[src/rtl/cpu_pkg.sv]
// Shared CPU constants and types used by the fetch front end.
package cpu_pkg;

   // Default architectural width of PCs and addresses.
   localparam int XLEN_DEFAULT = 32;

   // Instruction word width.
   localparam int INST_W = 32;

   // Byte distance between consecutive instruction words.
   localparam int WORD_STEP = 4;

   // Fetch controller states.
   typedef enum logic {
      ST_IDLE  = 1'b0,
      ST_FETCH = 1'b1
   } fetch_state_t;

endpackage

[src/rtl/sync_fifo.sv]
// Single-clock FIFO with a synchronous clear. Pointers wrap modulo DEPTH,
// and DEPTH must be a power of two. Reads are combinational from the head slot.
module sync_fifo #(
   parameter int WIDTH = 64,
   parameter int DEPTH = 4
) (
   input  logic                         clk,
   input  logic                         rst,
   input  logic                         i_clr,
   input  logic                         i_push,
   input  logic [WIDTH-1:0]             i_wdata,
   input  logic                         i_pop,
   output logic [WIDTH-1:0]             o_rdata,
   output logic [$clog2(DEPTH+1)-1:0]   o_count
);

   localparam int PW = $clog2(DEPTH);
   localparam int CW = $clog2(DEPTH+1);

   logic [WIDTH-1:0] r_mem [DEPTH];
   logic [PW-1:0]    r_wr_ptr;
   logic [PW-1:0]    r_rd_ptr;
   logic [CW-1:0]    r_count;
   logic             w_pop;

   // A pop is only honoured while there is something to pop.
   assign w_pop = i_pop && (r_count != '0);

   // Entry storage write port.
   // NOTE: the storage array is deliberately not reset. Stale contents are
   // unreachable because the count and pointers are reset, and leaving the
   // array out of reset allows it to map onto plain RAM or flops without a reset.
   always_ff @(posedge clk) begin
      if (i_push) begin
         r_mem[r_wr_ptr] <= i_wdata;
      end
   end

   // Pointer and occupancy bookkeeping; reset and clear take priority.
   // NOTE: state registers use non-blocking assignment so that every flop
   // samples the values from before the edge, whatever the statement order.
   always_ff @(posedge clk) begin
      if (rst || i_clr) begin
         r_wr_ptr <= '0;
         r_rd_ptr <= '0;
         r_count  <= '0;
      end else begin
         if (i_push) begin
            r_wr_ptr <= r_wr_ptr + PW'(1);
         end
         if (w_pop) begin
            r_rd_ptr <= r_rd_ptr + PW'(1);
         end
         if (i_push && !w_pop) begin
            r_count <= r_count + CW'(1);
         end else if (!i_push && w_pop) begin
            r_count <= r_count - CW'(1);
         end
      end
   end

   assign o_rdata = r_mem[r_rd_ptr];
   assign o_count = r_count;

endmodule

[src/rtl/fetch_queue.sv]
// Instruction fetch queue. It issues sequential word fetches to a memory with
// one cycle of latency, buffers the responses with their PCs, and hands them
// to decode through a valid/ready pair. Each request reserves a queue slot
// (a credit) before it goes out, so a response always has room to land.
module fetch_queue
   import cpu_pkg::*;
#(
   parameter int              XLEN     = XLEN_DEFAULT,
   parameter int              DEPTH    = 4,
   parameter logic [XLEN-1:0] RESET_PC = '0
) (
   input  logic                         clk,
   input  logic                         rst,
   input  logic                         fetch_en,
   input  logic                         redirect_valid,
   input  logic [XLEN-1:0]              redirect_pc,
   output logic                         imem_req,
   output logic [XLEN-1:0]              imem_addr,
   input  logic [INST_W-1:0]            imem_rdata,
   output logic                         out_valid,
   input  logic                         out_ready,
   output logic [INST_W-1:0]            out_inst,
   output logic [XLEN-1:0]              out_pc,
   output logic [$clog2(DEPTH+1)-1:0]   count
);

   localparam int CW = $clog2(DEPTH+1);
   localparam int UW = CW + 1;
   localparam int EW = INST_W + XLEN;

   fetch_state_t    r_state;
   fetch_state_t    w_state_nxt;
   logic [XLEN-1:0] r_pc;
   logic [XLEN-1:0] r_req_pc;
   logic            r_inflight;
   logic            r_discard;

   logic            w_req;
   logic            w_pop;
   logic            w_push;
   logic            w_valid;
   logic [UW-1:0]   w_used;
   logic [CW-1:0]   w_count;
   logic [EW-1:0]   w_head;
   logic            w_unused_pc_bits;

   // The two low bits of a redirect target do not address a word.
   assign w_unused_pc_bits = ^redirect_pc[1:0];

   assign w_valid = (w_count != '0);
   assign w_pop   = w_valid && out_ready;

   // Slots already committed: stored entries plus a response on its way, minus
   // the entry leaving this cycle.
   assign w_used = UW'(w_count) + UW'(r_inflight) - UW'(w_pop);

   // A response is pushed unless a redirect made it stale.
   assign w_push = r_inflight && !r_discard;

   // Next state and request strobe.
   // NOTE: every signal assigned here gets a default first, so no path leaves
   // one unassigned and no latch is inferred.
   always_comb begin
      w_state_nxt = r_state;
      w_req       = 1'b0;
      case (r_state)
         ST_IDLE: begin
            if (fetch_en) begin
               w_state_nxt = ST_FETCH;
            end
         end
         ST_FETCH: begin
            if (!fetch_en) begin
               w_state_nxt = ST_IDLE;
            end
            w_req = fetch_en && !redirect_valid && (w_used < UW'(DEPTH));
         end
         default: begin
            w_state_nxt = ST_IDLE;
         end
      endcase
   end

   // State register.
   always_ff @(posedge clk) begin
      if (rst) begin
         r_state <= ST_IDLE;
      end else begin
         r_state <= w_state_nxt;
      end
   end

   // Fetch PC, issued-PC tracking and in-flight/discard flags; a redirect
   // outranks any request.
   always_ff @(posedge clk) begin
      if (rst) begin
         r_pc       <= RESET_PC;
         r_req_pc   <= '0;
         r_inflight <= 1'b0;
         r_discard  <= 1'b0;
      end else if (redirect_valid) begin
         r_pc       <= {redirect_pc[XLEN-1:2], 2'b00};
         r_inflight <= 1'b0;
         r_discard  <= 1'b1;
      end else begin
         r_inflight <= w_req;
         r_discard  <= 1'b0;
         if (w_req) begin
            r_pc     <= r_pc + XLEN'(WORD_STEP);
            r_req_pc <= r_pc;
         end
      end
   end

   sync_fifo #(
      .WIDTH (EW),
      .DEPTH (DEPTH)
   ) u_fifo (
      .clk     (clk),
      .rst     (rst),
      .i_clr   (redirect_valid),
      .i_push  (w_push),
      .i_wdata ({imem_rdata, r_req_pc}),
      .i_pop   (w_pop),
      .o_rdata (w_head),
      .o_count (w_count)
   );

   assign imem_req  = w_req;
   assign imem_addr = r_pc;
   assign out_valid = w_valid;
   assign out_inst  = w_valid ? w_head[EW-1 -: INST_W] : '0;
   assign out_pc    = w_valid ? w_head[XLEN-1:0] : '0;
   assign count     = w_count;

endmodule

[config.mk]
export PLATFORM = sky130hd
export DESIGN_NAME = fetch_queue
export DESIGN_NICKNAME = d
export VERILOG_FILES = /design/src/rtl/cpu_pkg.sv /design/src/rtl/sync_fifo.sv /design/src/rtl/fetch_queue.sv
export SDC_FILE = /design/constraint.sdc
export NUM_CORES = 1
export LEC_CHECK = 0
export ABC_AREA = 1
export BUFFER_PORTS_ARGS = -buffer_cell sky130_fd_sc_hd__buf_2
export CAP_MARGIN = 30
export CORE_MARGIN = 3
export CORE_UTILIZATION = 60
export DETAILED_ROUTE_END_ITERATION = 8
export GPL_TIMING_DRIVEN = 0
export PLACE_DENSITY = 0.82
export SLEW_MARGIN = 20
export SYNTH_ARGS = -nofsm -noshare
export SYNTH_HDL_FRONTEND = slang
export SYNTH_SLANG_ARGS = --single-unit
export TNS_END_PERCENT = 50
[constraint.sdc]
create_clock -name clk -period 11.2 [get_ports clk]
set_clock_uncertainty 0.1 [all_clocks]
set_input_delay 1.12 -clock clk [delete_from_list [all_inputs] [get_ports clk]]
set_output_delay 1.12 -clock clk [all_outputs]
set_load 0.02 [all_outputs]
==> out/results.tsv, run 1 <==
metric	value	unit
status	finished clean	
CTS resizes	0	
slowest stage delay, CP	800	ps
drt drc	0	
pwr/cell area	159	nW/um^2
grt met3 use	0.0526	
first-pass GRT wire length	52200	um
max_cap viols	0	
final instance area	15800	um^2
hold-fix buffers at CTS	0	
final std cells w/o fill	1820	
Top Ports	170	
Worst Path Max Fanout	10	
Overall Power	2520	uW
DP HPWL	22200	um
Syn. warnings	0	
post-synth top area share	0.560	
Max VDD drop	0.103	mV
Via-to-Cell Ratio	5.71	
Primary FF master, synth	edfxtp_1	
final WL	34100	um
sequential-to-total area share from yosys stat	0.668	
Setup Total Neg Slack	0	ps
# setup viols final	0	
CTS Buf Count	30	
IO Port Bufs	162	
critical path's slowest cell	nor3_2	
row count	53	
Placer Congestion	0.921	
R2R Path Start	u_fifo.o_count[2]$_SDFFE_PP0P_	
CP startpoint	u_fifo.o_count[2]$_SDFFE_PP0P_	
Cell Chain, Critical Path	nor3_2, nor2_1, ha_1, inv_1, ha_1, nand3_1, nand2_1, nand2_1, inv_2, nor2_4, buf_4, buf_2, buf_2	
number of library cell types mapped by synthesis	28	
Antenna Cells	0	
Root Driver	clkbuf_16	
worst path buffer plus inverter count	5	
drt wl/cell	18.7	um
HP Class	reg -> reg	
Crit path max-delay family	simple AND/OR/NAND/NOR gates	
CTS H-tree depth	1	
placed cell count	1764	
Max Fclk	0.206	GHz
syn_area_per_cell	10.1	um^2
kind of end point of the critical path	primary output	
Routed Antenna Nets	0	
RSZ-0062 raised after global routing	false	
area leader, netlist	edfxtp_1	
met1 usage	0.349	
Worst EP arrival	3640	ps
Clock Latency Late Sink	550	ps
met2 GRT Util	0.473	
drt initial violations	931	
Post-Syn Area	13300	um^2
Post-Syn Instances	1314	
DIE AREA	24000	um^2
drt first pass iters	7	
Final Critical Period	4860	ps
total leakage power	0.00620	uW
vias in the first global route	10166	
Final period util	0.434	
Initial Util	0.621	
startpoint types	register	
Die Wd	155	um
core area	21400	um^2
post-place instance area	14700	um^2
EDFF count, synth	248	
Crit Path Category	reg -> out	
antenna violations before repair	1	
Synth-to-Final Area Change	19.1	%
Clock Sinks	320	
most common cell in the synthesized netlist	nor2_1	
Worst-Margin Slew	942	ps
post-layout net count	1600	
largest net degree at the start of global routing	25	
CTS tree	built	
Max Slew Vio Count	0	
via count	10397	
Setup Fix Bufs, Post-CTS	0	
Hold Violations, Final	0	
max_slew headroom	0.369	
asr flop ratio synth	0	
Die Ht	155	um
worst path required time	9980	ps
Bufs on Longest Clock Path	3	
clock slew at reported path FFs	60	ps
Hold Crit Start	u_fifo.r_rd_ptr[1]$_SDFFE_PP0P_	
GR Overflow Total	0	
GRT Util Overall	0.275	
layout cell share with drive strength beyond 1	0.172	
commonest cells in the synthesized netlist	nor2_1, edfxtp_1, o21ai_0, nand2_1, a21oi_1	
Synth area leaders	edfxtp_1, dfxtp_1, nor2_1	
Synth Register Bits	320	
GR peak layer	met2	
## routing by layer
layer | vias to the layer above | part of all wire
met1 | 4803 | 0.38
met4 | 2 | 0.033
li1 | 4870 | -
met2 | 624 | 0.49
met5 | - | 0.00038
met3 | 98 | 0.10
## placed cells by master (no fill, tap or decap), types with 2 or more instances in the layout
| cell | instances |
|---|---|
| a21boi_0 | 4 |
| a21o_1 | 2 |
| a21oi_1 | 103 |
| buf_1 | 6 |
| buf_12 | 3 |
| buf_16 | 6 |
| buf_2 | 180 |
| buf_4 | 6 |
| clkbuf_1 | 45 |
| clkbuf_16 | 37 |
| clkbuf_8 | 6 |
| clkinv_2 | 4 |
| clkinvlp_4 | 3 |
| conb_1 | 4 |
| dfxtp_1 | 72 |
| edfxtp_1 | 248 |
| ha_1 | 9 |
| inv_1 | 59 |
| inv_2 | 4 |
| inv_6 | 2 |
| nand2_1 | 140 |
| nand3_1 | 54 |
| nor2_1 | 349 |
| nor2_2 | 3 |
| nor2_4 | 8 |
| o21a_1 | 5 |
| o21ai_0 | 167 |
| xnor2_1 | 4 |
| xor2_1 | 4 |
## flip-flops by register name, indices dropped and copies added (netlist names), named ones only
name and cells:
u_fifo.r_wr_ptr 2, r_discard 1, r_state 1, u_fifo.r_rd_ptr 2, u_fifo.o_count 3, imem_addr 30, u_fifo.r_mem 248, r_inflight 1
r_req_pc 30
## where the power goes
group | leakage, uW | switching (uW) | internal, uW | total [uW]
Combinational | 0.00265 | 74.6 | 37.8 | 112
Clock | 0.000542 | 442 | 654 | 1100
Sequential | 0.00301 | 19.2 | 1290 | 1310
## stage by stage
stage	utilization	setup WS, ps	hold WS [ps]
finish	0.740	6340	367
global route	0.740	6120	399
CTS	0.740	6320	367
detailed placement	0.688	6860	361
global placement	0.675	5510	353
floorplan	-	7380	336
## area by class of cell
type,instances,area (um^2)
repair buffers,172,1050
clock buffers,46,1020
fillers,1402,5570
inverters,64,240
well taps,275,344
clock inverters,10,90.1
plain buffers,72,315
flip-flops and latches,320,8890
multi-input cells,861,3900
## tightest hold or removal path: cells and delay by family, from the launching register on
| kind | cells | cell delay [ps] |
|---|---|---|
| flops | 1 | 300 |
| compound gates | 1 | 70 |
| buf+inv | 1 | 60 |
## path summary, 6_finish.rpt
path | to | slack (ps) | cells after the start
worst max-delay path | imem_req | 6340 | 13
worst max register to register | r_req_pc[13]$_SDFFE_PP0P_ | 8010 | 13
worst min-delay path | register | 370 | 2
worst min register to register | register | 370 | 2
## cell families after synthesis
kind of cell / Yosys count / share of synthesized area
simple gates: 556 / 0.165
fa+ha+maj: 10 / 0.00997
flops: 320 / 0.668
compound gates: 283 / 0.109
other cells: 1 / 0.000282
buf+inv: 136 / 0.0418
xor+xnor: 8 / 0.00527
(Power assumes the default switching activity.)
==> run 2: changes to the inputs <==
CORE_UTILIZATION = 58   (was 60)
PLACE_DENSITY = 0.8   (was 0.82)
clock period = 4.5 ns   (was 11.2 ns; I/O delays follow)
==> run 2 against run 1 <==
Critical path type unchanged; critical path depth unchanged; final cell count up 0.93%; combinational power rose to 2.5 times the previous value; highest routed layer is now met4; hold slack worse by 350 ps; die area up 3.3%; largest cell class unchanged; sequential power up 150%; clock power up 140%; sequential share of layout area down 0.23 points; largest power group unchanged; total power up 150%; global-route usage down 1.5 points; first-iteration DRC count down 3.9%; count of clock-buffer cells in the layout down 10.
==> out/results.tsv, run 2 (synthesized netlist as in run 1, its figures left out) <==
metric	value	unit	change
DIE AREA	24800	um^2	+3.3%
first-pass GRT wire length	50700	um	-2.8%
part of the power in registers	0.524		+0.004
core area	22200	um^2	+3.5%
Crit Path Category	reg -> out		
vias in the first global route	9976		-1.9%
post-layout net count	1610		+0.63%
Clock Power Share	0.430		-0.006
worst path buffer plus inverter count	5		unchanged
Setup Fix Bufs, Post-CTS	0		unchanged
largest net degree at the start of global routing	24		-4.0%
Clock Latency Late Sink	560	ps	about the same
max_slew headroom	0.362		-0.00658
most frequent cells in the layout	nor2_1, edfxtp_1, buf_2		
critical path's slowest cell	nor3_2		
Crit path max-delay family	simple AND/OR/NAND/NOR gates		
CTS H-tree depth	1		unchanged
Routed Antenna Nets	0		unchanged
Top reg by flops	u_fifo.r_mem		
Cell Chain, Critical Path	nor3_2, nor2_1, ha_1, inv_1, ha_1, nand3_1, nand2_1, nand2_1, inv_2, nor2_4, buf_4, buf_2, buf_2		
CTS Buf Count	31		+3.3%
total leakage power	0.00622	uW	+0.36%
placed cell count	1769		+0.28%
drt first pass iters	5		-2
max FFs per register	248		unchanged
RSZ-0062 raised after global routing	false		
Die Wd	157	um	+1.6%
combinational share of power	0.045		about the same
Worst Path Max Fanout	10		unchanged
Top Ports	170		unchanged
Initial Util	0.600		-0.0208
# setup viols final	0		unchanged
Max Fclk	0.237	GHz	
final WL	32800	um	-3.8%
slowest stage delay, CP	800	ps	about the same
layout cell share with drive strength beyond 1	0.168		-0.00378
pwr/cell area	390	nW/um^2	+150%
Placer Congestion	0.938		+1.8%
drt drc	0		unchanged
Max VDD drop	0.290	mV	+180%
IO Port Bufs	162		unchanged
antenna violations before repair	0		-1
Power Internal	4910	uW	+150%
clock slew at reported path FFs	60	ps	about the same
GRT Util Overall	0.260		-0.0150
Worst EP arrival	3660	ps	+20 ps
Synth-to-Final Area Change	19.6	%	
HP Class	in -> reg		
via count	10142		-2.5%
DP HPWL	22000	um	-0.85%
Die Ht	157	um	+1.6%
max_cap viols	0		unchanged
CTS tree	built		
startpoint types	register		
worst path required time	3950	ps	-6030 ps
drt initial violations	895		-3.9%
Final Critical Period	4210	ps	
row count	54		+1.9%
GR Overflow Total	0		unchanged
Setup Total Neg Slack	0	ps	unchanged
most common cell after layout, fill and taps aside	nor2_1		
Bufs on Longest Clock Path	3		unchanged
drt wl/cell	17.9	um	-4.7%
kind of end point of the critical path	primary output		
status	finished clean		
Max Slew Vio Count	0		unchanged
Psw	1300	uW	+140%
Root Driver	clkbuf_16		
Via-to-Cell Ratio	5.52		-3.4%
Worst-Margin Slew	952	ps	+9.82 ps
final std cells w/o fill	1837		+0.93%
sw frac	0.209		-0.00414
Hold Violations, Final	0		unchanged
Final period util	0.936		
Clock Sinks	320		unchanged
==> run 2: changes by cell type in the layout (fill, tap and decap cells not counted), moves of 4 or more <==
cell,previous run,this run
dlygate4sd3_1,0,9
clkbuf_16,37,31
clkbuf_8,6,0
bufinv_16,1,6
clkinv_2,4,9
clkinv_1,1,5
==> run 2: worst paths after layout <==
path                                    from                       endpoint  slack, ps  depth (start not counted)
min reg2reg  u_fifo.r_rd_ptr[1]$_SDFFE_PP0P_                       register        390                          2
min                           imem_rdata[15]  u_fifo.r_mem[3][47]$_DFFE_PP_         10                          1
max           u_fifo.o_count[2]$_SDFFE_PP0P_                       imem_req        290                         13
max reg2reg   u_fifo.o_count[2]$_SDFFE_PP0P_     imem_addr[15]$_SDFFE_PP0P_       1290                         15
==> run 2: layout make-up <==
type,instances,area [um^2]
tap,280,350
fill,1558,6250
clock inverter,22,262
timing repair buffer,181,1160
multi-input combinational,861,3900
sequential,320,8890
clock buffer,36,795
buffer,72,315
antenna,1,2.50
inverter,64,240
==> run 2: routing by layer <==
layer  routed length, um  GRT usage
met4                 862     0.0872
met1               13100      0.338
met3                2980     0.0429
met5                   0          0
met2               15900      0.447
==> run 2: power by group through the flow <==
stage | Combinational (uW) | Sequential (uW) | Clock (uW)
floorplan | 142 | 3320 | 0
CTS | 281 | 3250 | 2690
global placement | 264 | 3310 | 0
finish | 282 | 3250 | 2670
global route | 312 | 3260 | 2810
detailed placement | 273 | 3310 | 0
==> run 2: metrics by stage <==
step	utilization	hold slack, ps	total power [uW]	worst slack [ps]	area [um^2]
2_1_floorplan	-	336	3460	723	13300
3_3_place_gp	0.653	353	3580	-1230	14500
3_5_place_dp	0.666	383	3590	864	14800
4_1_cts	0.718	0.164	6230	237	15900
5_1_grt	0.718	0.0335	6380	74.0	15900
6_report	0.718	12.6	6210	287	15900
==> run 2: what timing repair did <==
action                                 in CTS  in global routing
gates resized for setup                     0                  0
endpoints found under the hold margin      31                  0
hold buffers                                9                  0
==> run 3: changes to the inputs <==
REMOVE_ABC_BUFFERS = 1   (was not set)
SYNTH_HIERARCHICAL = 1   (was not set)
==> run 3 against run 2 <==
Synthesized cell count up 4.8%; die area up 5.0%; design area up 1.8%; sequential cell count up 8; combinational power down 21%; final cell count up 2.0%; area after synthesis up 5.2%; largest cell class unchanged.
==> out/results.tsv, run 3 <==
metric	value	unit	change
status	finished clean		
Post-Syn Instances	1377		+4.8%
Via-to-Cell Ratio	5.45		-1.3%
Worst EP arrival	2990	ps	-670 ps
Worst Setup EP	imem_req		
drt initial violations	883		-1.3%
fin util	0.686		-0.0322
Top Ports	170		unchanged
max_cap viols	0		unchanged
number of library cell types mapped by synthesis	32		+14%
pwr/cell area	388	nW/um^2	-0.44%
row count	56		+3.7%
Placer Congestion	0.908		-3.2%
clock slew at reported path FFs	60	ps	about the same
HP Class	in -> reg		
final std cells w/o fill	1874		+2.0%
first-pass GRT wire length	50100	um	-1.1%
Synth area leaders	edfxtp_1, dfxtp_1, nor2_1		
CP startpoint	u_fifo/o_count[1]$_SDFFE_PP0P_		
CTS resizes	0		unchanged
vias in the first global route	9774		-2.0%
Clock Sinks	328		+2.5%
kind of end point of the critical path	primary output		
Max Fclk	0.282	GHz	+19%
Routed Antenna Nets	0		unchanged
asr flop ratio synth	0		unchanged
EDFF count, synth	256		+3.2%
Worst Path Max Fanout	22		+12
Max VDD drop	0.252	mV	-13%
# setup viols final	0		unchanged
worst path required time	3950	ps	about the same
Final Critical Period	3540	ps	-671 ps
largest net degree at the start of global routing	129		+440%
startpoint types	register		
IO Port Bufs	165		+1.9%
slowest stage delay, CP	490	ps	-310 ps
DIE AREA	26000	um^2	+5.0%
CTS Buf Count	34		+9.7%
cell repeated most along the worst path	nand2_1		
most common cell after layout, fill and taps aside	edfxtp_1		
worst reg2reg endpoint	imem_addr[5]$_SDFFE_PP0P_		
final instance area	16200	um^2	+1.8%
sequential-to-total area share from yosys stat	0.653		-0.0158
post-place instance area	15100	um^2	+2.0%
area leader, netlist	edfxtp_1		
RSZ-0062 raised after global routing	false		
Synth-to-Final Area Change	15.8	%	
Antenna Cells	0		-1
core area	23600	um^2	+6.5%
layout cell share with drive strength beyond 1	0.161		-0.00697
most frequent cells in the layout	edfxtp_1, nor2_1, nand2_1		
placed cell count	1812		+2.4%
Die Wd	161	um	+2.5%
Clock Latency Late Sink	500	ps	-60 ps
Root Driver	clkbuf_16		
DP HPWL	18800	um	-14%
most common cell in the synthesized netlist	edfxtp_1		
Final period util	0.787		-0.149
max_slew headroom	0.337		-0.0251
Hold Violations, Final	0		unchanged
Setup Fix Bufs, Post-CTS	0		unchanged
CTS H-tree depth	2		+1
drt drc	0		unchanged
CTS tree	built		
Max Slew Vio Count	0		unchanged
drt wl/cell	16.8	um	-5.9%
syn_area_per_cell	10.2	um^2	+0.37%
Syn. warnings	6		+6
total leakage power	0.00672	uW	+8.0%
Cell Chain, Critical Path	nor3_2, nor2_1, ha_1, inv_1, ha_1, nand3_1, nand2_1, nand2_1, nand2_1, nor2_4, buf_2		
critical path's slowest cell	dfxtp_1		
Worst-Margin Slew	991	ps	+39.2 ps
GR Overflow Total	0		unchanged
register-to-register setup slack	1440	ps	+150 ps
post-layout net count	1609		-0.062%
drt first pass iters	7		+2
GRT Util Overall	0.240		-0.0192
Overall Power	6290	uW	+1.3%
antenna violations before repair	1		+1
Primary FF master, synth	edfxtp_1		
Synth Register Bits	328		+2.5%
Top reg by flops	u_fifo/r_mem		
Crit Path Category	reg -> out		
commonest cells in the synthesized netlist	edfxtp_1, nor2_1, nand2_1, inv_1, o21ai_0		
max FFs per register	256		+3.2%
Bufs on Longest Clock Path	3		unchanged
Die Ht	161	um	+2.5%
R2R Path Start	u_fifo/o_count[1]$_SDFFE_PP0P_		
final WL	31500	um	-4.0%
via count	10215		+0.72%
reg2reg path depth	13		-2
hold-fix buffers at CTS	0		-9
Post-Syn Area	14000	um^2	+5.2%
Initial Util	0.592		-0.00769
post-synth top area share	0.550		-0.0104
## run 3: cell count changes in the layout (fill, tap and decap cells not counted), moves of 11 or more
cell	before	now
buf_2	180	165
nand4_1	0	11
o21ai_1	0	62
inv_1	59	141
nor2_1	349	246
a21oi_1	103	35
clkbuf_1	47	5
o22ai_1	0	64
nand2_1	140	190
o21ai_0	167	109
nand3_1	54	67
## run 3: worst min path at each step
stage	from	end	cells after the start
2_1_floorplan	r_req_pc[10]$_SDFFE_PP0P_	u_fifo/r_mem[0][10]$_DFFE_PP_	0
3_3_place_gp	r_req_pc[10]$_SDFFE_PP0P_	u_fifo/r_mem[0][10]$_DFFE_PP_	0
3_5_place_dp	r_req_pc[18]$_SDFFE_PP0P_	u_fifo/r_mem[1][18]$_DFFE_PP_	0
4_1_cts	imem_rdata[18]	u_fifo/r_mem[3][50]$_DFFE_PP_	1
5_1_grt	imem_rdata[18]	u_fifo/r_mem[3][50]$_DFFE_PP_	1
6_report	imem_rdata[31]	u_fifo/r_mem[3][63]$_DFFE_PP_	1
## run 3: power by group
part | switching, uW | internal (uW)
Combinational | 149 | 74.2
Clock | 1080 | 1660
Sequential | 41.6 | 3290
Total | 1270 | 5020
## run 3: metal layers
metal / GRT usage / share of wire / up-vias
li1: - / - / 4975
met1: 0.324 / 0.42 / 4792
met2: 0.409 / 0.48 / 394
met3: 0.0364 / 0.069 / 52
met4: 0.0696 / 0.021 / 2
met5: 0 / 0.00041 / -
## run 3: area by class of cell
cell class | count | area, um^2
multi-input cells | 835 | 3880
fillers | 1742 | 7420
clock inverters | 19 | 159
well taps | 319 | 399
clock buffers | 42 | 945
repair buffers | 181 | 1090
inverters | 150 | 582
flip-flops and latches | 328 | 9140
## run 3: critical path: cells and delay by family (launching register included)
| kind | cells | cell delay [ps] |
|---|---|---|
| fa+ha+maj | 2 | 460 |
| flops | 1 | 490 |
| simple gates | 7 | 1210 |
| buf+inv | 2 | 320 |
## run 3: cells by family (layout without fill, tap and decap cells)
kind of cell               count (synthesis)  in the layout  share of synthesized area
adders and majority gates                 10             10                    0.00948
other                                      1             10                   0.000268
buffers and inverters                    223            392                     0.0733
xor gates and xnor gates                  10             10                    0.00626
AOI/OAI and AO/OA                        274            274                      0.105
and+or+nand+nor                          531            531                      0.153
DFF                                      328            328                      0.653
## run 3: through the flow
| step | hold WS, ps | worst slack [ps] | TNS [ps] |
|---|---|---|---|
| floorplan | 355 | -3210 | -194930 |
| global placement | 376 | -8270 | -701690 |
| detailed placement | 379 | 1490 | 0 |
| CTS | 44.5 | 938 | 0 |
| global route | 49.3 | 701 | 0 |
| finish | 57.6 | 958 | 0 |
